## config.mk

```make
export PLATFORM = sky130hd
export DESIGN_NAME = gpu_csr_bank
export DESIGN_NICKNAME = d
export VERILOG_FILES = /design/src/rtl/gpu_csr_pkg.sv /design/src/rtl/gpu_irq_ctrl.sv /design/src/rtl/gpu_csr_bank.sv
export SDC_FILE = /design/constraint.sdc
export NUM_CORES = 1
export LEC_CHECK = 0
export CAP_MARGIN = 30
export CORE_ASPECT_RATIO = 0.7
export CORE_UTILIZATION = 46
export CTS_BUF_LIST = sky130_fd_sc_hd__clkbuf_8
export DETAILED_ROUTE_END_ITERATION = 7
export PLACE_DENSITY = 0.84
export REMOVE_ABC_BUFFERS = 1
export SKIP_CTS_REPAIR_TIMING = 1
export SYNTH_ARGS = -nofsm -noshare
export SYNTH_HDL_FRONTEND = slang
export SYNTH_SLANG_ARGS = --single-unit
```

## constraint.sdc

```tcl
create_clock -name clk -period 1.7 [get_ports clk]
set_input_delay 0.51 -clock clk [delete_from_list [all_inputs] [get_ports clk]]
set_output_delay 0.51 -clock clk [all_outputs]
set_load 0.02 [all_outputs]
```

## src/rtl/gpu_csr_pkg.sv

```systemverilog
// Shared register map, access types and defaults for the GPU control/status register bank.
package gpu_csr_pkg;

    localparam int unsigned REG_STATUS   = 0;
    localparam int unsigned REG_CONTROL  = 1;
    localparam int unsigned REG_IRQ_STAT = 2;
    localparam int unsigned REG_IRQ_EN   = 3;
    localparam int unsigned REG_COMMAND  = 4;
    localparam int unsigned REG_SCRATCH  = 5;
    localparam int unsigned REG_VERSION  = 6;
    localparam int unsigned REG_CYCLES   = 7;

    localparam logic [31:0] VERSION_DEFAULT = 32'h0001_0000;

    typedef enum logic [2:0] {
        ACC_RO,
        ACC_RW,
        ACC_W1C,
        ACC_WO,
        ACC_RC
    } access_e;

endpackage

```

## src/rtl/gpu_irq_ctrl.sv

```systemverilog
// Sticky interrupt status with write-one-to-clear, enable mask and registered level interrupt.
module gpu_irq_ctrl #(
    parameter int unsigned IRQ_BITS = 8
) (
    input  logic                clk,
    input  logic                rst,
    input  logic [IRQ_BITS-1:0] events,
    input  logic [IRQ_BITS-1:0] clr,
    input  logic [IRQ_BITS-1:0] en_mask,
    input  logic [IRQ_BITS-1:0] en_data,
    output logic [IRQ_BITS-1:0] status,
    output logic [IRQ_BITS-1:0] enable,
    output logic                irq
);

    // A new event overrides a same-cycle clear so no edge is lost.
    always_ff @(posedge clk) begin
        if (rst) begin
            status <= '0;
            enable <= '0;
            irq    <= 1'b0;
        end else begin
            status <= (status & ~clr) | events;
            enable <= (enable & ~en_mask) | (en_data & en_mask);
            irq    <= |(status & enable);
        end
    end

endmodule

```

## src/rtl/gpu_csr_bank.sv

```systemverilog
// Host-facing control/status register bank for the GPU core: one-cycle reads, byte-enabled writes.
module gpu_csr_bank
    import gpu_csr_pkg::*;
#(
    parameter int unsigned  BYTES_PER_REG = 4,
    parameter int unsigned  REG_COUNT     = 8,
    parameter int unsigned  IRQ_BITS      = 8,
    parameter logic [31:0]  VERSION       = VERSION_DEFAULT,
    localparam int unsigned WIDTH         = 8 * BYTES_PER_REG,
    localparam int unsigned ADDR_BITS     = $clog2(REG_COUNT * BYTES_PER_REG)
) (
    input  logic                     clk,
    input  logic                     rst,
    input  logic                     en,
    input  logic [ADDR_BITS-1:0]     addr,
    input  logic [BYTES_PER_REG-1:0] we,
    input  logic [WIDTH-1:0]         din,
    output logic [WIDTH-1:0]         dout,
    output logic                     dout_valid,
    input  logic [WIDTH-1:0]         gpu_status,
    input  logic [IRQ_BITS-1:0]      irq_events,
    output logic [WIDTH-1:0]         gpu_control,
    output logic [WIDTH-1:0]         cmd_pulse,
    output logic                     irq
);

    localparam int unsigned BSEL = $clog2(BYTES_PER_REG);

    logic [ADDR_BITS-1:0] widx;
    logic [WIDTH-1:0]     wmask;
    logic [WIDTH-1:0]     rdata;
    logic [WIDTH-1:0]     scratch;
    logic [WIDTH-1:0]     cycles;
    logic                 wr_any;
    logic                 sel_ctrl;
    logic                 sel_stat;
    logic                 sel_ien;
    logic                 sel_cmd;
    logic                 sel_scr;
    logic                 sel_cyc;
    logic [IRQ_BITS-1:0]  irq_status;
    logic [IRQ_BITS-1:0]  irq_enable;
    logic [IRQ_BITS-1:0]  stat_clr;
    logic [IRQ_BITS-1:0]  ien_mask;

    assign widx     = addr >> BSEL;
    assign wr_any   = en & (|we);
    assign sel_ctrl = (widx == ADDR_BITS'(REG_CONTROL));
    assign sel_stat = (widx == ADDR_BITS'(REG_IRQ_STAT));
    assign sel_ien  = (widx == ADDR_BITS'(REG_IRQ_EN));
    assign sel_cmd  = (widx == ADDR_BITS'(REG_COMMAND));
    assign sel_scr  = (widx == ADDR_BITS'(REG_SCRATCH));
    assign sel_cyc  = (widx == ADDR_BITS'(REG_CYCLES));

    // Per-bit write mask, already qualified by the access strobe.
    always_comb begin
        wmask = '0;
        for (int i = 0; i < int'(BYTES_PER_REG); i++) begin
            wmask[8*i +: 8] = {8{en & we[i]}};
        end
    end

    assign stat_clr = sel_stat ? (din[IRQ_BITS-1:0] & wmask[IRQ_BITS-1:0]) : '0;
    assign ien_mask = sel_ien ? wmask[IRQ_BITS-1:0] : '0;

    gpu_irq_ctrl #(
        .IRQ_BITS (IRQ_BITS)
    ) u_irq (
        .clk     (clk),
        .rst     (rst),
        .events  (irq_events),
        .clr     (stat_clr),
        .en_mask (ien_mask),
        .en_data (din[IRQ_BITS-1:0]),
        .status  (irq_status),
        .enable  (irq_enable),
        .irq     (irq)
    );

    // Read mux sees register contents before this edge's write.
    always_comb begin
        rdata = '0;
        case (widx)
            ADDR_BITS'(REG_STATUS):   rdata = gpu_status;
            ADDR_BITS'(REG_CONTROL):  rdata = gpu_control;
            ADDR_BITS'(REG_IRQ_STAT): rdata = WIDTH'(irq_status);
            ADDR_BITS'(REG_IRQ_EN):   rdata = WIDTH'(irq_enable);
            ADDR_BITS'(REG_SCRATCH):  rdata = scratch;
            ADDR_BITS'(REG_VERSION):  rdata = WIDTH'(VERSION);
            ADDR_BITS'(REG_CYCLES):   rdata = cycles;
            default:                  rdata = '0;
        endcase
    end

    always_ff @(posedge clk) begin
        if (rst) begin
            dout        <= '0;
            dout_valid  <= 1'b0;
            gpu_control <= '0;
            cmd_pulse   <= '0;
            scratch     <= '0;
            cycles      <= '0;
        end else begin
            dout_valid <= en;
            if (en) begin
                dout <= rdata;
            end
            if (sel_ctrl) begin
                gpu_control <= (gpu_control & ~wmask) | (din & wmask);
            end
            if (sel_scr) begin
                scratch <= (scratch & ~wmask) | (din & wmask);
            end
            cmd_pulse <= sel_cmd ? (din & wmask) : '0;
            // A write of any byte restarts the counter at zero.
            cycles    <= (sel_cyc && wr_any) ? '0 : cycles + WIDTH'(1);
        end
    end

endmodule
```

==> impl_metrics.toml <==
[critical_path]
cpMaxStageDelayCell = "dfxtp_1"
worst_ep_arrival_time_ps = 2130
required_ps = 2100
crit_path_start_kind = "flip-flop"
max_stage_delay_ps = 390
end_kind = "flip-flop"
worstPathMaxFanout = 6
cp.buffers_inverters = 1
cp_cell_sequence = "nand2_2, nor4_4, buf_4, nand3_4, or3_1, a21oi_2"
cp_top_family = "simple AND/OR/NAND/NOR gates"
path_class = "flip-flop to flip-flop"

[synth]
ys_async_sr_fraction_pct = 0
netlist_instances = 861
synth_edf_count = 0
yosysMostFrequentCell = "dfxtp_1"
ys_top_cells_by_count = "dfxtp_1, nand2_1, a21oi_1, nor2_1, o21ai_0"
synth_seq_cells = 178
synth_seq_area_share_pct = 49.22
synthesis.area_um2 = 7239
synthFlopType = "dfxtp_1"
syn_area_per_cell_um2 = 8.408
yosysUniqueCellTypes = 44
synth_top_cell_area_share_pct = 49.22
synth.area.top_cells = "dfxtp_1, a21oi_1, nand2_1"
synth_top_area_cell = "dfxtp_1"
ys_warn_count = 0

[timing]
drv_slew = 0
setup_viol = 3
fin_crit_ps = 1728
rsz0062_at_grt = "yes"
tightest_slew_ps = 481.5
fmax_ghz = 0.5788
fin_setup_tns_ps = -29.63
skew_ps = 16.75
hold_viol_final = 0
slew_headroom_pct = 67.78
period_share_pct = 101.6
setup_ws_ps = -27.64

[global_routing]
grt_overflow = 0
grt_start_max_net_pins = 101
grt_pass1_vias = 6887
antenna_found_initial = 0
grt_util_all_layers_pct = 27.85
grt_first_pass_wirelength_mm = 35.77

[floorplan]
core.rowCount = 37
start_util_pct = 48.12
fp.dieW_um = 151.9
ioPinCount = 182
die-area_um2 = 16250
dieHeight_um = 107.0
core-area_um2 = 15050

[power]
netSwitchingFraction_pct = 26.36
powerDensity_nw_per_um2 = 762.6
p_leak_nw = 5.823
clkPwrFrac_pct = 37.0
ir_drop_uv = 437.0
p_switching_mw = 2.159
p_int_mw = 6.032
p_comb_share_pct = 10.8
power_frac_seq_pct = 52.2

[routing]
drtIter0Drc = 643
vias = 7390
drc_errors = 26
wl_mm = 23.43
drt_first_pass_iters = 8
vias_per_cell = 5.582
ant_nets = 0
wl_per_cell_um = 17.70

[finish]
antenna_cells = 0
final_core_util_pct = 71.39
layout-area-overhead-vs-synth_pct = 48.38
nFillCells = 1114
layout-drive-gt1-share_pct = 15.41
fin_nets = 1201

[clock_tree]
worstSkewPairLatency_ps = 470
htree_levels = 4
clkTransAtPathRegs_ps = 90
clk_path_buf_depth = 2
cts_buffers = 17
cts_root_buf = "clkbuf_8"
clkSinkCount = 178
cts_tree = "yes"

[run_status]
status = "complete, but fails checks"
violations = "DRC, setup timing"

[place]
routabilityCongestion = 0.8923
io_buffers = 179
dp.final_hpwl_mm = 16.27
place_ws_ps = -741.8

[hold_path]
hold_path.class = "flip-flop to flip-flop"

[run]
drv_cap = 0
==> stage by stage <==
stage / cell area (µm²) / hold WS [ps] / instances / power, mW
floorplan: 7036 / 430.5 / 809 / 4.622
global placement: 9898 / 441.5 / 1285 / 5.206
detailed placement: 9898 / 446.9 / 1285 / 5.219
CTS: 10300 / 455.6 / 1317 / 8.154
global route: 10740 / 471.1 / 1324 / 8.451
finish: 10740 / 461.2 / 1324 / 8.191
==> cell type report <==
class | instances | area [µm²] | share of cell area, %
Timing Repair Buffer | 288 | 2967 | 27.62
Sequential cell | 178 | 3567 | 33.21
Multi-Input combinational cell | 625 | 3541 | 32.96
Clock inverter | 14 | 152.6 | 1.421
Clock buffer | 18 | 247.7 | 2.306
Inverter | 6 | 22.52 | 0.2097
Tap cell | 195 | 244.0 | 2.271
==> layer usage <==
layer | vias up | share of wire, % | track usage, % | wire (µm)
li1 | 3486 | - | - | -
met1 | 3521 | 46 | 39.71 | 10710
met2 | 356 | 44 | 42.56 | 10380
met3 | 27 | 8.8 | 5.821 | 2073
met4 | 0 | 1.1 | 7.580 | 267
met5 | - | 0 | 0 | 0
==> power groups by stage <==
| stage | clock network [mW] | registers, mW | logic (mW) |
|---|---|---|---|
| after floorplan | 0 | 4.41 | 0.216 |
| after global placement | 0 | 4.37 | 0.837 |
| after detailed placement | 0 | 4.37 | 0.847 |
| after CTS | 3.03 | 4.27 | 0.852 |
| after global routing | 3.23 | 4.28 | 0.935 |
| final | 3.03 | 4.27 | 0.884 |
==> logic make-up after synthesis <==
kind of cell	Yosys count	synth area share [%]
AND/OR/NAND/NOR	336	21.57
AO/OA/AOI/OAI	240	19.58
flip-flops	178	49.22
buffers and inverters	58	3.128
XOR/XNOR	25	3.025
multiplexers	23	3.301
adder cells (fa/ha/maj)	1	0.1728
==> final timing paths <==
path | start | endpoint | slack [ps] | cells past startpoint
setup / recovery | cycles[9] | cycles[27] | -30 | 6
hold / removal | flip-flop | flip-flop | 460 | 2
setup reg to reg | cycles[9] | cycles[27] | -30 | 6
hold reg to reg | flip-flop | flip-flop | 460 | 2
==> worst min-delay path: stages, from the launching register on <==
cell and delay (ps):
dfxtp_1 320, nand2_1 50, a21oi_1 50
==> cells in the final DEF (no fill, tap or decap), types with 4 or more instances in the layout <==
cell type          n
nor3_1             5
a22o_1            15
buf_6              5
o21ai_0           51
mux2i_1           16
nor2b_1           21
and3_1             5
buf_4             99
inv_6              4
inv_1              7
and2_1            34
dlymetal6s2s_1   102
buf_12             4
nand2b_1           7
xnor2_1            8
nand4_1            8
nand2_1          132
or3_1              5
a22oi_1           45
nand3_1           14
xor2_1            17
dfxtp_1          175
a221oi_1           4
nor2_1            83
clkdlybuf4s50_1   76
a21oi_1          113
clkbuf_8          18
mux2_2             7
Note: power is estimated with default switching activity, not from simulation.
